**src/rtl/systolic_result_drain.sv**
```systemverilog
// Result drain for the N x N systolic multiplier. It snapshots the finished matrix
// and streams it out in row-major order over valid/ready, so the array can start its next product.
module systolic_result_drain #(
  parameter int N  = 4,
  parameter int W  = 11,
  parameter int IW = (N > 1) ? $clog2(N) : 1
) (
  input  logic                         clk_i,
  input  logic                         rst_i,
  input  logic [N-1:0][N-1:0][W-1:0]   res_mat_i,
  input  logic                         done_i,
  input  logic                         clr_i,
  output logic [W-1:0]                 data_o,
  output logic [IW-1:0]                row_o,
  output logic [IW-1:0]                col_o,
  output logic                         valid_o,
  input  logic                         ready_i,
  output logic                         last_o,
  output logic                         busy_o,
  output logic                         overrun_o,
  output logic [7:0]                   frame_cnt_o
);

  typedef enum logic {IDLE, DRAIN} state_t;

  state_t                       state_reg, state_next;
  logic [N-1:0][N-1:0][W-1:0]   shadow_reg;
  logic [IW-1:0]                row_reg, col_reg;
  logic [IW-1:0]                row_step, col_step;
  logic [W-1:0]                 data_reg;
  logic                         overrun_reg;
  logic [7:0]                   frame_cnt_reg;
  logic                         at_last, xfer, capture, drop;

  assign valid_o     = (state_reg == DRAIN);
  assign busy_o      = (state_reg == DRAIN);
  assign at_last     = (row_reg == IW'(N-1)) && (col_reg == IW'(N-1));
  assign last_o      = valid_o && at_last;
  assign xfer        = valid_o && ready_i;
  assign data_o      = data_reg;
  assign row_o       = row_reg;
  assign col_o       = col_reg;
  assign overrun_o   = overrun_reg;
  assign frame_cnt_o = frame_cnt_reg;

  always_comb begin
    col_step = col_reg + 1'b1;
    row_step = row_reg;
    if (col_reg == IW'(N-1)) begin
      col_step = '0;
      row_step = row_reg + 1'b1;
    end
  end

  always_ff @(posedge clk_i or posedge rst_i) begin
    if (rst_i) state_reg <= IDLE;
    else       state_reg <= state_next;
  end

  // A new matrix is only accepted when idle or exactly on the final transfer.
  always_comb begin
    state_next = state_reg;
    capture    = 1'b0;
    drop       = 1'b0;
    case (state_reg)
      IDLE: begin
        if (done_i) begin
          capture    = 1'b1;
          state_next = DRAIN;
        end
      end
      DRAIN: begin
        if (xfer && at_last) begin
          if (done_i) capture    = 1'b1;
          else        state_next = IDLE;
        end else if (done_i) begin
          drop = 1'b1;
        end
      end
      default: state_next = IDLE;
    endcase
  end

  always_ff @(posedge clk_i) begin
    if (capture) shadow_reg <= res_mat_i;
  end

  // Element (0,0) comes straight from the input since the shadow is loading in the same edge.
  always_ff @(posedge clk_i or posedge rst_i) begin
    if (rst_i) begin
      row_reg       <= '0;
      col_reg       <= '0;
      data_reg      <= '0;
      overrun_reg   <= 1'b0;
      frame_cnt_reg <= '0;
    end else begin
      if (capture) begin
        row_reg  <= '0;
        col_reg  <= '0;
        data_reg <= res_mat_i[0][0];
      end else if (xfer && !at_last) begin
        row_reg  <= row_step;
        col_reg  <= col_step;
        data_reg <= shadow_reg[row_step][col_step];
      end
      if (xfer && at_last) frame_cnt_reg <= frame_cnt_reg + 8'd1;
      if (drop)       overrun_reg <= 1'b1;
      else if (clr_i) overrun_reg <= 1'b0;
    end
  end

endmodule

```
**config.mk**
```make
export PLATFORM = sky130hd
export DESIGN_NAME = systolic_result_drain
export DESIGN_NICKNAME = d
export VERILOG_FILES = /design/src/rtl/systolic_result_drain.sv
export SDC_FILE = /design/constraint.sdc
export NUM_CORES = 1
export LEC_CHECK = 0
export ABC_CLOCK_PERIOD_IN_PS = 21300
export CAP_MARGIN = 20
export CORE_MARGIN = 8
export CORE_UTILIZATION = 35
export DETAILED_ROUTE_END_ITERATION = 8
export GPL_TIMING_DRIVEN = 0
export SLEW_MARGIN = 20
export SYNTH_ARGS = -nofsm -noshare
export SYNTH_HDL_FRONTEND = slang
export SYNTH_SLANG_ARGS = --single-unit
```
**constraint.sdc**
```tcl
create_clock -name clk_i -period 21.3 [get_ports clk_i]
set_input_delay 2.13 -clock clk_i [delete_from_list [all_inputs] [get_ports clk_i]]
set_output_delay 2.13 -clock clk_i [all_outputs]
set_load 0.005 [all_outputs]
```
==> out/metrics.yaml, run 1 <==
hold_path:
  hp-class: "reg -> reg"
  worstHoldStart: "frame_cnt_o[7]"
  holdPathStages: 1
  min_to: "frame_cnt_o[7]"
run:
  cap_violations: 0
detailed_routing:
  vias: 7210
  drt_iter0_drc: 622
  route.detailed.drc: 0
  wl_per_cell_microns: 24.9
  antenna_left: 0
  drt_wl_total_mm: 32.4
  firstDrtPassIters: 5
  viasPerCell: 5.54
yosys:
  synth_area_leader_cell: "edfxtp_1"
  ys_top_cells_by_area: "edfxtp_1 (55%), mux2i_1 (9.1%), dfrtp_1 (6.5%)"
  syn_inst: 708
  yosysMostFrequentCell: "edfxtp_1"
  synth_edf_count: 176
  yosys_warnings: 0
  synth_nets: 893
  synth-seq-area-share_pct: 61.4
  netlist_area_sq_mm: 0.00963
  ys_ff_latch: 201
  ys.flop_type: "edfxtp_1"
  async_flop_share_pct: 12.4
  synth_common_cells: "edfxtp_1 (176), mux2i_1 (88), nand2_1 (60), a21oi_1 (33), a22oi_1 (33)"
  yosysTopAreaCellShare_pct: 54.9
  synthDistinctLibCells: 54
  synth.avg_cell_area_sq_um: 13.6
worst_setup_path:
  crit_path_frequent_cell: "buf_12"
  rrSetupSlack_ns: 18.03
  r2r-end: "shadow_reg[56]"
  critPathSlowestCell: "clkdlybuf4s50_1"
  worstSetupStartpointType: "primary input"
  path_class: "in -> reg"
  slowest_delay_ns: 0.56
  end_kind: "flip-flop"
  cp.required_ns: 21.53
  r2r_cells: 9
  crit_chain: "clkdlybuf4s50_1 > nand3_1 > nand2_1 > and2_1 > clkbuf_1 > clkbuf_4 > buf_16 > buf_12 > buf_12"
  r2r_start: "col_o[0]"
  crit_arrival_ns: 4.79
  path_max_fanout: 53
timing:
  period_share_pct: 21.4
  finalSetupViolCount: 0
  hold_slack_ns: 0.474
  fmax_mhz: 219
  hold_violations: 0
  rsz0062_at_grt: "no"
  maxSlewHeadroom_pct: 40.9
  drv_slew: 0
  final.setup.tns_ns: 0
  fin_crit_ns: 4.57
  skew_ns: 0.0278
  fin_ws_ns: 16.73
  worstMarginPinSlew_ns: 0.872
global_route:
  grt_pass1_wl_mm: 47.1
  overflow: 0
  grt_usage_pct: 18.9
  grt_max_degree: 54
  antenna_found_initial: 0
  grt_pass1_vias: 7426
clock_network:
  insertion_delay_ns: 0.53
  h-tree-depth: 1
  clock_sinks: 201
  cts_buffer_depth: 3
  post-cts-setup-buffer-count: 0
  clkTransAtPathRegs_ns: 0.06
  cts-root-buf: "clkbuf_16"
  cts_buffers: 24
  hold_buffers: 0
  cts_tree: "done"
  cts_resized: 0
floorplanning:
  rows: 60
  io_pins: 208
  core-area_sq_mm: 0.0270
  initial_core_util_pct: 35.7
  die_h_microns: 182
  die_x_microns: 182
  die_area_sq_mm: 0.0331
cells_and_area:
  final_cell_count_no_fill: 1302
  antenna_cells: 0
  area_growth_pct: 35.1
  fin_nets: 1130
  multiInputGateArea_sq_mm: 0.00341
  utilization_pct: 48.2
  layout-drive-gt1-share_pct: 10.9
  stdcell_area_sq_mm: 0.0130
  largest_reg_flops: 176
  regArea_sq_mm: 0.00591
  fill_cells: 2405
pwr:
  ir_worst_vdd_v: 0.0000654
  swShare_pct: 37.3
  comb_power_share_pct: 45.3
  p_clk_share_pct: 25.1
  power.density_mw_per_mm2: 126
  seqPwrFrac_pct: 29.5
  p_total_mw: 1.64
  leakage_nw: 4.65
  p_int_mw: 1.03
  p_sw_mw: 0.611
placed_design:
  dpl.hpwl_mm: 22.9
  gp_congestion: 0.827
  placed_cells: 1260
  placed_cell_area_sq_mm: 0.0122
  numPortBuffers: 207
  dpl_worst_slack_ns: 16.16
run_status:
  status: "completed"
==> kinds of logic (layout without fill, tap and decap cells) <==
group,Yosys count,count (layout),synth area share (%)
muxes,111,111,12.1
AOI/OAI and AO/OA,201,201,15.4
buffers and inverters,59,312,3.18
xor gates and xnor gates,8,8,0.728
adders and majority gates,4,4,0.520
and+or+nand+nor,124,124,6.69
DFF,201,201,61.4
==> per-layer routing <==
layer	up-vias	GRT usage [%]	share of wire (%)
met5	-	0	0
met4	0	4.66	2.3
met3	52	5.37	9.0
met2	341	30.4	46
met1	3533	24.6	43
li1	3284	-	-
==> worst max-delay path by stage <==
stage,start,to,slack (ns),cells past startpoint
detailed placement,ready_i,shadow_reg[34],16.16,9
global placement,ready_i,data_o[1],9.74,8
global route,ready_i,shadow_reg[172],16.54,9
CTS,ready_i,shadow_reg[127],16.72,9
finish,ready_i,shadow_reg[56],16.73,9
floorplan,ready_i,data_o[0],12.93,7
==> critical path, delay by kind of cell <==
family,cells,cell delay [ns]
simple gates,3,0.30
buf+inv,6,2.32
==> power by group through the flow <==
| stage | sequential [mW] | combinational [mW] | clock, mW |
|---|---|---|---|
| floorplan | 0.490 | 0.463 | 0 |
| global placement | 0.496 | 0.730 | 0 |
| detailed placement | 0.490 | 0.737 | 0 |
| CTS | 0.483 | 0.740 | 0.417 |
| global route | 0.486 | 0.789 | 0.433 |
| finish | 0.483 | 0.743 | 0.412 |
==> cell usage in the layout (no fill, tap or decap), drive strengths merged, types with 11 or more instances in the layout <==
cell type | Yosys | final
a21oi | 33 | 33
o211ai | 13 | 13
edfxtp | 176 | 176
dfrtp | 25 | 25
mux2 | 21 | 21
buf | 36 | 40
nand2 | 61 | 61
o21a | 11 | 11
clkbuf | 20 | 50
and2 | 13 | 13
o21ai | 22 | 22
clkdlybuf4s50 | 0 | 207
or3b | 11 | 11
mux2i | 88 | 88
a2bb2oi | 11 | 11
nand3 | 15 | 15
a22oi | 33 | 33
==> area by class of cell <==
type | count | area share (%)
Tap cell | 341 | 3.28
Timing Repair Buffer | 211 | 16.6
Buffer | 56 | 2.30
Clock buffer | 30 | 4.95
Sequential cell | 201 | 45.5
Inverter | 3 | 0.0866
Clock inverter | 12 | 1.11
Multi-Input combinational cell | 448 | 26.2
No activity file was read; power rests on OpenSTA's default activity.
==> run 2: changes to the inputs <==
- ABC_CLOCK_PERIOD_IN_PS: 21300 -> 4500
- clock period: 21.3 -> 4.5 ns (I/O delays scaled with it)
==> out/metrics.yaml, run 2 (synthesis results as in run 1) <==
run_status:
  status: "completed"
placed_design:
  placed_cell_area_sq_mm: 0.0122
  dpl.hpwl_mm: 22.9
  numPortBuffers: 207
  gp_congestion: 0.833
clock_network:
  clock_sinks: 201
  post-cts-setup-buffer-count: 0
  insertion_delay_ns: 0.52
  clkTransAtPathRegs_ns: 0.06
  cts_tree: "done"
  h-tree-depth: 1
  cts-root-buf: "clkbuf_16"
  cts_resized: 0
  cts_buffers: 24
  hold_buffers: 0
  cts_buffer_depth: 3
floorplanning:
  io_pins: 208
  die_x_microns: 182
  core-area_sq_mm: 0.0270
  die_area_sq_mm: 0.0331
  rows: 60
  die_h_microns: 182
  initial_core_util_pct: 35.7
pwr:
  p_sw_mw: 2.90
  ir_worst_vdd_v: 0.000269
  seqPwrFrac_pct: 29.5
  p_clk_share_pct: 25.1
  p_int_mw: 4.85
  leakage_nw: 4.64
  swShare_pct: 37.4
  power.density_mw_per_mm2: 597
  comb_power_share_pct: 45.4
global_route:
  grt_pass1_vias: 7578
  antenna_found_initial: 1
  overflow: 0
  grt_usage_pct: 19.0
  grt_pass1_wl_mm: 47.1
  grt_max_degree: 83
worst_setup_path:
  end_kind: "flip-flop"
  slowest_delay_ns: 0.70
  path_class: "reg -> reg"
  worstSetupStartpointType: "flip-flop"
  cp.required_ns: 4.87
  path_max_fanout: 10
  critPathSlowestCell: "o311ai_1"
  crit_path_frequent_cell: "buf_4"
  crit_arrival_ns: 3.26
  worst-path-buf-inv: 3
  cp_top_family: "compound AO/OA/AOI/OAI gates"
  crit_chain: "ha_1 > buf_4 > buf_4 > buf_2 > nand2_1 > o211a_1 > o311ai_1 > o21ai_1"
cells_and_area:
  largest_reg_flops: 176
  layout-drive-gt1-share_pct: 10.9
  area_growth_pct: 34.8
  antenna_cells: 0
  fin_nets: 1128
  fill_cells: 2379
  mostFrequentLayoutCells: "clkdlybuf4s50_1 (207), edfxtp_1 (176), mux2i_1 (88)"
  final_common_cell: "clkdlybuf4s50_1"
  stdcell_area_sq_mm: 0.0130
timing:
  drv_slew: 0
  hold_violations: 0
  final.setup.tns_ns: 0
  finalSetupViolCount: 0
  period_share_pct: 64.2
  worstMarginPinSlew_ns: 0.805
  skew_ns: 0.00876
  fmax_mhz: 346
  fin_crit_ns: 2.89
  maxSlewHeadroom_pct: 45.5
  rsz0062_at_grt: "no"
detailed_routing:
  viasPerCell: 5.52
  met1_length_mm: 14.1
  vias: 7185
  drt_iter0_drc: 620
  wl_met2_mm: 14.9
  firstDrtPassIters: 5
  drt_wl_total_mm: 32.5
  route.detailed.drc: 0
  met3WireLength_mm: 2.60
  antenna_left: 0
  top_layer: "met5"
  wl_per_cell_microns: 25.0
run:
  cap_violations: 0
hold_path:
  hp-class: "in -> async"
==> run 2: through the flow <==
stage / cells / total power, mW / setup slack, ns / hold slack (ns) / utilization, %
global route: 1301 / 8.08 / 1.50 / 0.434 / 48.1
detailed placement: 1258 / 5.82 / 1.56 / 0.471 / 45.2
global placement: 1256 / 5.78 / -1.23 / 0.465 / 45.0
finish: 1301 / 7.75 / 1.61 / 0.346 / 48.1
CTS: 1301 / 7.77 / 1.68 / 0.361 / 48.1
floorplan: 708 / 4.50 / 0.361 / 0.468 / -
==> run 2: worst paths after layout <==
| kind | startpoint | slack (ns) | to | cells past startpoint |
|---|---|---|---|---|
| max | col_o[0] | 1.61 | data_o[3] | 8 |
| min | rst_i | 0.35 | overrun_o | 2 |
| max reg2reg | col_o[0] | 1.61 | data_o[3] | 8 |
| min reg2reg | frame_cnt_o[7] | 0.47 | frame_cnt_o[7] | 1 |
| max in group asynchronous | rst_i | 3.71 | data_o[4] | 2 |
| min in group clk_i | frame_cnt_o[7] | 0.47 | frame_cnt_o[7] | 1 |
==> run 2: power groups by stage <==
| stage | registers (mW) | clock network (mW) | logic, mW |
|---|---|---|---|
| finish | 2.29 | 1.94 | 3.51 |
| global route | 2.30 | 2.05 | 3.73 |
| CTS | 2.28 | 1.97 | 3.51 |
| detailed placement | 2.32 | 0 | 3.50 |
| global placement | 2.33 | 0 | 3.45 |
| floorplan | 2.31 | 0 | 2.19 |
==> run 2: cell type report <==
| cell class | instances | area, sq um | area share, % |
|---|---|---|---|
| clock inverters | 17 | 155 | 1.20 |
| multi-input cells | 448 | 3410 | 26.3 |
| repair buffers | 209 | 2130 | 16.4 |
| plain buffers | 56 | 305 | 2.35 |
| flip-flops and latches | 201 | 5910 | 45.6 |
| clock buffers | 26 | 629 | 4.85 |
| inverters | 3 | 11.3 | 0.0868 |
| well taps | 341 | 427 | 3.29 |
==> run 2: per-layer routing <==
metal | GRT usage [%] | vias to the layer above
met5 | 0 | -
met4 | 6.85 | 2
met3 | 4.61 | 70
met2 | 30.8 | 355
met1 | 24.4 | 3486
li1 | - | 3272
